### config.mk
export PLATFORM = sky130hd
export DESIGN_NAME = fp_norm_pipe
export DESIGN_NICKNAME = d
export VERILOG_FILES = /design/src/rtl/fp_norm_pipe.sv
export SDC_FILE = /design/constraint.sdc
export NUM_CORES = 1
export LEC_CHECK = 0
export CELL_PAD_IN_SITES_DETAIL_PLACEMENT = 0
export CELL_PAD_IN_SITES_GLOBAL_PLACEMENT = 1
export CORE_ASPECT_RATIO = 0.7
export CORE_MARGIN = 2
export CORE_UTILIZATION = 39
export CTS_CLUSTER_SIZE = 12
export DETAILED_ROUTE_END_ITERATION = 6
export GPL_ROUTABILITY_DRIVEN = 0
export PLACE_DENSITY_LB_ADDON = 0.25
export SLEW_MARGIN = 0
export SYNTH_ARGS = -nofsm -noshare
export SYNTH_HDL_FRONTEND = slang
export SYNTH_SLANG_ARGS = --single-unit
### constraint.sdc
create_clock -name clk -period 4.2 [get_ports clk]
set_clock_uncertainty 0.2 [all_clocks]
set_input_delay 0.63 -clock clk [delete_from_list [all_inputs] [get_ports clk]]
set_output_delay 0.63 -clock clk [all_outputs]
set_load 0.01 [all_outputs]
### src/rtl/fp_norm_pipe.sv
// Three-stage normaliser: signed-magnitude product -> two's-complement
// MO_W-bit mantissa with round-half-up, exponent adjust and range flags.
module fp_norm_pipe #(
  parameter int unsigned MA_W = 30,
  parameter int unsigned EA_W = 10,
  parameter int unsigned MO_W = 16,
  parameter int unsigned EO_W = 8,
  parameter bit          SAT  = 1'b1
) (
  input  logic            clk,
  input  logic            rst_n,
  input  logic            in_valid,
  output logic            in_ready,
  input  logic [MA_W-1:0] in_ma,
  input  logic [EA_W-1:0] in_ea,
  input  logic            in_sign,
  output logic            out_valid,
  input  logic            out_ready,
  output logic [MO_W-1:0] out_ma,
  output logic [EO_W-1:0] out_ea,
  output logic            out_over_flow,
  output logic            out_under_flow
);

  localparam int unsigned V_W  = MA_W + 1;
  localparam int unsigned SH_W = $clog2(MA_W - MO_W + 3);
  localparam int unsigned E_W  = EA_W + 1;

  localparam logic signed [E_W-1:0] E_MAX = E_W'((1 << (EO_W - 1)) - 1);
  localparam logic signed [E_W-1:0] E_MIN = E_W'(-(1 << (EO_W - 1)));

  localparam logic [MO_W-1:0] M_POS_MAX = {1'b0, {(MO_W-1){1'b1}}};
  localparam logic [MO_W-1:0] M_NEG_MAX = {1'b1, {(MO_W-1){1'b0}}};
  localparam logic [MO_W-1:0] M_HALF    = {2'b01, {(MO_W-2){1'b0}}};
  localparam logic [EO_W-1:0] E_OUT_MAX = {1'b0, {(EO_W-1){1'b1}}};

  // stage registers
  logic            s1_valid;
  logic [V_W-1:0]  s1_v;
  logic [EA_W-1:0] s1_ea;
  logic            s1_sign;
  logic            s1_zero;

  logic            s2_valid;
  logic [MO_W-1:0] s2_m;
  logic            s2_r;
  logic [SH_W-1:0] s2_sh;
  logic [EA_W-1:0] s2_ea;
  logic            s2_sign;
  logic            s2_zero;

  // stage enables and combinational stage results
  logic            s1_en;
  logic            s2_en;
  logic            s3_en;
  logic [V_W-1:0]  v_n;
  logic [SH_W-1:0] sh_n;
  logic [MO_W:0]   mr_n;
  logic [MO_W-1:0] m_rnd;
  logic [SH_W-1:0] sh_adj;
  logic signed [E_W-1:0] e_n;
  logic            ovf_n;
  logic            unf_n;
  logic [MO_W-1:0] ma_n;
  logic [EO_W-1:0] ea_n;

  // a stage loads when empty or when its word moves on this cycle
  always_comb begin
    s3_en    = !out_valid || out_ready;
    s2_en    = !s2_valid || s3_en;
    s1_en    = !s1_valid || s2_en;
    in_ready = s1_en;
  end

  // S1 input conversion to two's complement
  always_comb begin
    v_n = '0;
    if (in_ma != '0) begin
      v_n = in_sign ? -{1'b0, in_ma} : {1'b0, in_ma};
    end
  end

  // S1 register
  always_ff @(posedge clk) begin
    if (!rst_n) begin
      s1_valid <= 1'b0;
      s1_v     <= '0;
      s1_ea    <= '0;
      s1_sign  <= 1'b0;
      s1_zero  <= 1'b0;
    end else if (s1_en) begin
      s1_valid <= in_valid;
      s1_v     <= v_n;
      s1_ea    <= in_ea;
      s1_sign  <= in_sign;
      s1_zero  <= (in_ma == '0);
    end
  end

  // S2 leading-sign detect; the highest differing bit lands at MO_W-2
  always_comb begin
    sh_n = '0;
    for (int i = int'(MO_W) - 1; i < int'(MA_W); i++) begin
      if (s1_v[i] != s1_v[MA_W]) begin
        sh_n = SH_W'(i - (int'(MO_W) - 2));
      end
    end
    mr_n = (MO_W+1)'({s1_v, 1'b0} >> sh_n);
  end

  // S2 register
  always_ff @(posedge clk) begin
    if (!rst_n) begin
      s2_valid <= 1'b0;
      s2_m     <= '0;
      s2_r     <= 1'b0;
      s2_sh    <= '0;
      s2_ea    <= '0;
      s2_sign  <= 1'b0;
      s2_zero  <= 1'b0;
    end else if (s2_en) begin
      s2_valid <= s1_valid;
      s2_m     <= mr_n[MO_W:1];
      s2_r     <= mr_n[0];
      s2_sh    <= sh_n;
      s2_ea    <= s1_ea;
      s2_sign  <= s1_sign;
      s2_zero  <= s1_zero;
    end
  end

  // S3 rounding, exponent adjust, range check and saturation
  always_comb begin
    m_rnd  = s2_m + MO_W'(s2_r);
    sh_adj = s2_sh;
    if (s2_r && (s2_m == M_POS_MAX)) begin
      m_rnd  = M_HALF;
      sh_adj = s2_sh + SH_W'(1);
    end
    e_n   = {s2_ea[EA_W-1], s2_ea} + E_W'(sh_adj);
    ovf_n = (e_n > E_MAX);
    unf_n = (e_n < E_MIN);
    ma_n  = m_rnd;
    ea_n  = e_n[EO_W-1:0];
    if (s2_zero) begin
      ma_n  = '0;
      ea_n  = '0;
      ovf_n = 1'b0;
      unf_n = 1'b0;
    end else if (SAT) begin
      if (ovf_n) begin
        ma_n = s2_sign ? M_NEG_MAX : M_POS_MAX;
        ea_n = E_OUT_MAX;
      end else if (unf_n) begin
        ma_n = '0;
        ea_n = '0;
      end
    end
  end

  // S3 output register; flags only ever set alongside a valid word
  always_ff @(posedge clk) begin
    if (!rst_n) begin
      out_valid      <= 1'b0;
      out_ma         <= '0;
      out_ea         <= '0;
      out_over_flow  <= 1'b0;
      out_under_flow <= 1'b0;
    end else if (s3_en) begin
      out_valid      <= s2_valid;
      out_ma         <= ma_n;
      out_ea         <= ea_n;
      out_over_flow  <= s2_valid && ovf_n;
      out_under_flow <= s2_valid && unf_n;
    end
  end

endmodule
[Yosys cells after proc, flatten, opt, wreduce, memory -nomap -nowiden]
Index checks and enable logic that the tools add are counted.
Operators by class
  $add $sub $neg: 4
  multipliers: 0
  divide/modulo/power cells: 0
  $lt $le $gt $ge: 2
  eq/ne operators: 16
  shift-type cells: 1
  mux-type cells: 28
  bitwise logic cells: 0
  reductions and logical operators: 11
Operators with widths (number)
  $mux 16: 5
  $mux 5: 15
  $mux 31: 2
  $shr 32x5->17: 1
  $neg 30->31: 1
  $logic_not 30->1: 1
  $reduce_bool 30->1: 1
  $mux 8: 3
  $add 16x1->16: 1
  $eq 16x15->1 const B: 1
  $ne 1x1->1: 15
  $add 10x6->11: 1
  $gt 11x8->1 const B: 1
  $lt 11x8->1 const B: 1
  $add 5x1->5 const B: 1
  $logic_and 1x1->1: 3
  $logic_not 1->1: 3
  $logic_or 1x1->1: 3
  $mux 1: 3
Word-level totals
  register bits after elaboration: 106
  latch bits: 0
  RAM bits: 0
  ROM bits: 0
  output and inout port bits: 28
  word-level logic and storage cells: 79
  memories: 0

[Logic depth before layout (Yosys ltp)]
  word-level depth: 17
  mapped depth: 18

[Worst setup path after synthesis]
OpenSTA, ideal clock, no wires.
  kind: register to register
  from: register s2_m[6]
  to: register out_ma[3]
  arrival time: 4.108 ns
  required time: 3.939 ns
  slack: -0.169 ns
  stages on the path, launching flop included: 17
  clock period less this slack: 4.369 ns
  path through: dfxtp_1 -> and3_1 -> and3_1 -> and3_1 -> nand2_1 -> nor3_1 -> mux2_2 -> ha_1 -> a21o_1 -> a21o_1 -> a21o_1 -> a21oi_1 -> o31a_1 -> nor2_1 -> nor4_1 -> clkbuf_1 -> a221o_1
On the way
  word-level cells in the longest chain between the ends: 8
  elaborated cells between the ends (all ways): 10
RTL lines
  from (decl): line 45  | logic [MO_W-1:0] s2_m;
  from (signal assigned): line 123  | s2_m <= mr_n[MO_W:1];
  $eq 16x15->1 *: line 136  | if (s2_r && (s2_m == M_POS_MAX)) begin
  $logic_and 1x1->1 *: line 136
  $mux 5: line 136
  $add 10x6->11: line 140  | e_n = {s2_ea[EA_W-1], s2_ea} + E_W'(sh_adj);
  $lt 11x8->1: line 142  | unf_n = (e_n < E_MIN);
  $mux 16: line 154  | end else if (unf_n) begin
  $mux 16 *: line 151  | if (ovf_n) begin
  $mux 16 *: line 145  | if (s2_zero) begin
  to (signal assigned): line 171  | out_ma <= ma_n;
  to (decl): line 19  | output logic [MO_W-1:0] out_ma,
Every way passes the cells marked *; elsewhere a longest branch is shown, timed or not.
A chain may end at the register's enable or synchronous reset.

[Worst setup path in the final report]
  from: register s2_m[6]
  to: register out_ma[13]
On the way
  word-level cells in the longest chain between the ends: 8
  elaborated cells between the ends (all ways): 11
RTL lines (line)
  $eq 16x15->1: 136
  $logic_and 1x1->1: 136
  $mux 5: 136
  $add 10x6->11: 140
  $lt 11x8->1: 142
  $mux 16: 154
  $mux 16 *: 151
  $mux 16 *: 145
Marks and branches as above.

==> impl_metrics.ini <==
[outcome]
outcome = completed

[clock_tree]
clkSinkCount = 105
ctsLongestPathBuffers = 2
cts_made_buffers = 9
clk_latency_ns = 0.36
holdBufCountCts = 0
cts_tree = yes
htree_num_levels = 3
clk_pin_slew_ns = 0.08
clk_root_buffer_cell = clkbuf_16

[floorplanning]
core_area_um2 = 17200
floorplan.initialDensity_pct = 39.8
die-width_um = 162
rows = 40
die_outline_area_um2 = 18600
vertical_die_dimension_um = 115
ioPinCount = 73

[route]
via_count = 6382
drc_errors = 0
ant_nets = 0
routed_via_density = 5.71
tritonroute_pass_1_iters = 5
initialDrtViolationCount = 513
routed_wire_length_per_instance_um = 17.3
finalWirelength_mm = 19.4

[global_routing]
grt_max_degree = 76
grt.overflow.total = 0
antenna_found_initial = 0
grt.total_usage_pct = 21.1
grt_pass1_wl_mm = 31.3
grt_pass1_vias = 5915

[timing]
worst-slew-pin-transition_ns = 1.10
setup_viol = 0
timing.final.hold_violations = 0
fmax_mhz = 246
timing.setup.tns_ns = 0
rsz0062_at_grt = true
finalMaxSlewViolations = 0
worst_slew_margin_rel_pct = 26.8
fin_crit_sh_pct = 96.7
finalWorstPathRequiredPeriod_ns = 4.06

[power]
power_density_nw_per_um2 = 351
vdd_ir_drop_max_uv = 197
power.leakage_nw = 3.35

[place]
port_buffers = 72
place_hpwl_mm = 14.4
dpl_cell_area_um2 = 7750
post_placement_cell_count = 1086

[logic_synthesis]
synthesis.nets = 861
synth_area_um2 = 6830
edff_count_synth = 0
syn_inst = 805
synth.top_cells.by_area = dfxtp_1 31%, mux2i_1 8.4%, nand2_1 5.4%
synth.ff_latch_count = 105
synth_area_leader_cell = dfxtp_1
top_area_cell_type_share_of_the_netlist_area_pct = 30.8
yosys_most_used_dff = dfxtp_1
synth-seq-area-share_pct = 30.8
synth.distinct_cells = 84
yosysWarnings = 0
avgSynthCellArea_um2 = 8.48
ys_async_sr_fraction_pct = 0

[setup_path]
crit_path_max_fanout = 13
timing.critical_path.from_type = flop
timing_worst_setup_path_type = reg -> reg
worst_setup_path_end_kind = flop
regToRegSetupSlack_ns = 0.14
required_ns = 4.26
cp.arrival_ns = 4.12

[cells_and_area]
final_area_um2 = 8300
fin_nets = 938
area_growth_syn_to_layout_pct = 21.6
drive_above_1_share_pct = 14.0
final_cells = 1118
finish.utilization_pct = 48.4
num_antenna_cells = 0

[worst_hold_path]
hold_path.class = reg -> reg

[run]
max_cap_viol_count = 0
## power by group
part	internal (mW)	switching [mW]
registers	1.09	0.104
clock network	0.480	0.429
logic	0.395	0.418
## per-stage QoR
stage	hold WS (ns)	setup WS (ns)	power (mW)
3_3_place_gp	0.243	-0.187	1.98
5_1_grt	0.269	-0.0537	3.04
3_5_place_dp	0.248	-0.384	2.00
6_report	0.258	0.140	2.91
4_1_cts	0.259	0.00927	2.91
2_1_floorplan	0.232	0.127	1.73
## kinds of logic after synthesis
logic type,after synthesis,share of synthesized area [%]
AOI/OAI and AO/OA,220,22.7
xor gates and xnor gates,48,6.16
adders and majority gates,12,2.27
buffers and inverters,73,6.38
DFF,105,30.8
muxes,70,12.1
and+or+nand+nor,277,19.6
## state kept, by name, summed over array words and instances, names as in the netlist, 4 cells and up
register  flops
s1_ea        10
s2_ea        10
s2_m         16
s1_v         31
out_ma       16
s2_sh         4
out_ea        8
## timing repair
action / in CTS / in global routing
endpoints found under the setup margin: 16 / 26
resized for setup: 10 / 20
setup buffers: 11 / 7
pin swaps: 4 / 14
## final timing paths
kind,endpoint,from,cells after the start
max,out_ma[13],s2_m[6],19
min,s1_sign,s1_sign,2
max reg2reg,out_ma[13],s2_m[6],19
min reg2reg,s1_sign,s1_sign,2
## cells in the final DEF (no fill, tap or decap), types with 17 or more instances in the layout
master           instances
a221o_1                 18
xnor2_1                 35
mux2i_1                 57
a22oi_1                 38
nand2_1                 98
nand3_1                 17
dfxtp_1                102
o21ai_0                 27
a21oi_1                 52
nor2_1                  77
clkdlybuf4s50_1         72
buf_4                   49
## synth_stat cells (4+ instances only)
cell type,n
nand4_1,6
nor2_1,77
o22ai_1,7
buf_4,7
ha_1,10
o21ai_0,30
xnor2_1,36
or4_1,5
buf_2,8
clkbuf_1,33
inv_1,14
or3_1,5
and3_1,6
nand3_1,17
a31oi_1,7
dfxtp_1,105
o221ai_1,5
nand2_1,99
a21o_1,5
xor2_1,12
a211oi_1,6
and2_1,6
o31ai_1,11
nand2b_1,8
a2bb2oi_1,4
nor3_1,13
mux2_2,5
a221o_1,18
mux4_1,5
a22oi_1,38
a21oi_1,56
mux2i_1,57
nor2b_1,4
## worst max-delay path, cell delays in order, from the launching register on
cell,delay [ns]
dfxtp_2,0.34
and3_4,0.18
and3_4,0.19
and3_4,0.21
nand2_4,0.06
nor3_4,0.22
buf_6,0.14
xor2_1,0.15
ha_2,0.21
inv_2,0.04
fa_2,0.37
nand3b_1,0.23
a21boi_2,0.21
o21ai_2,0.10
o21ai_1,0.17
o21ai_1,0.10
a31oi_2,0.29
nor4_4,0.09
buf_6,0.15
a221o_1,0.31
## final cells by class
type | count | area [um^2]
inverter | 15 | 56.3
tap | 231 | 289
clock buffer | 9 | 225
sequential | 105 | 2110
timing repair buffer | 124 | 1130
fill | 1646 | 8860
multi-input combinational | 627 | 4400
clock inverter | 7 | 95.1
## metal layers
layer  GRT usage (%)  part of all wire, %  up-vias
met4            5.31                 0.95        0
met5               0                    0        -
li1                -                    -     3117
met1            31.7                   51     3027
met3            3.98                  6.5       17
met2            30.7                   41      221
(Power assumes the default switching activity.)
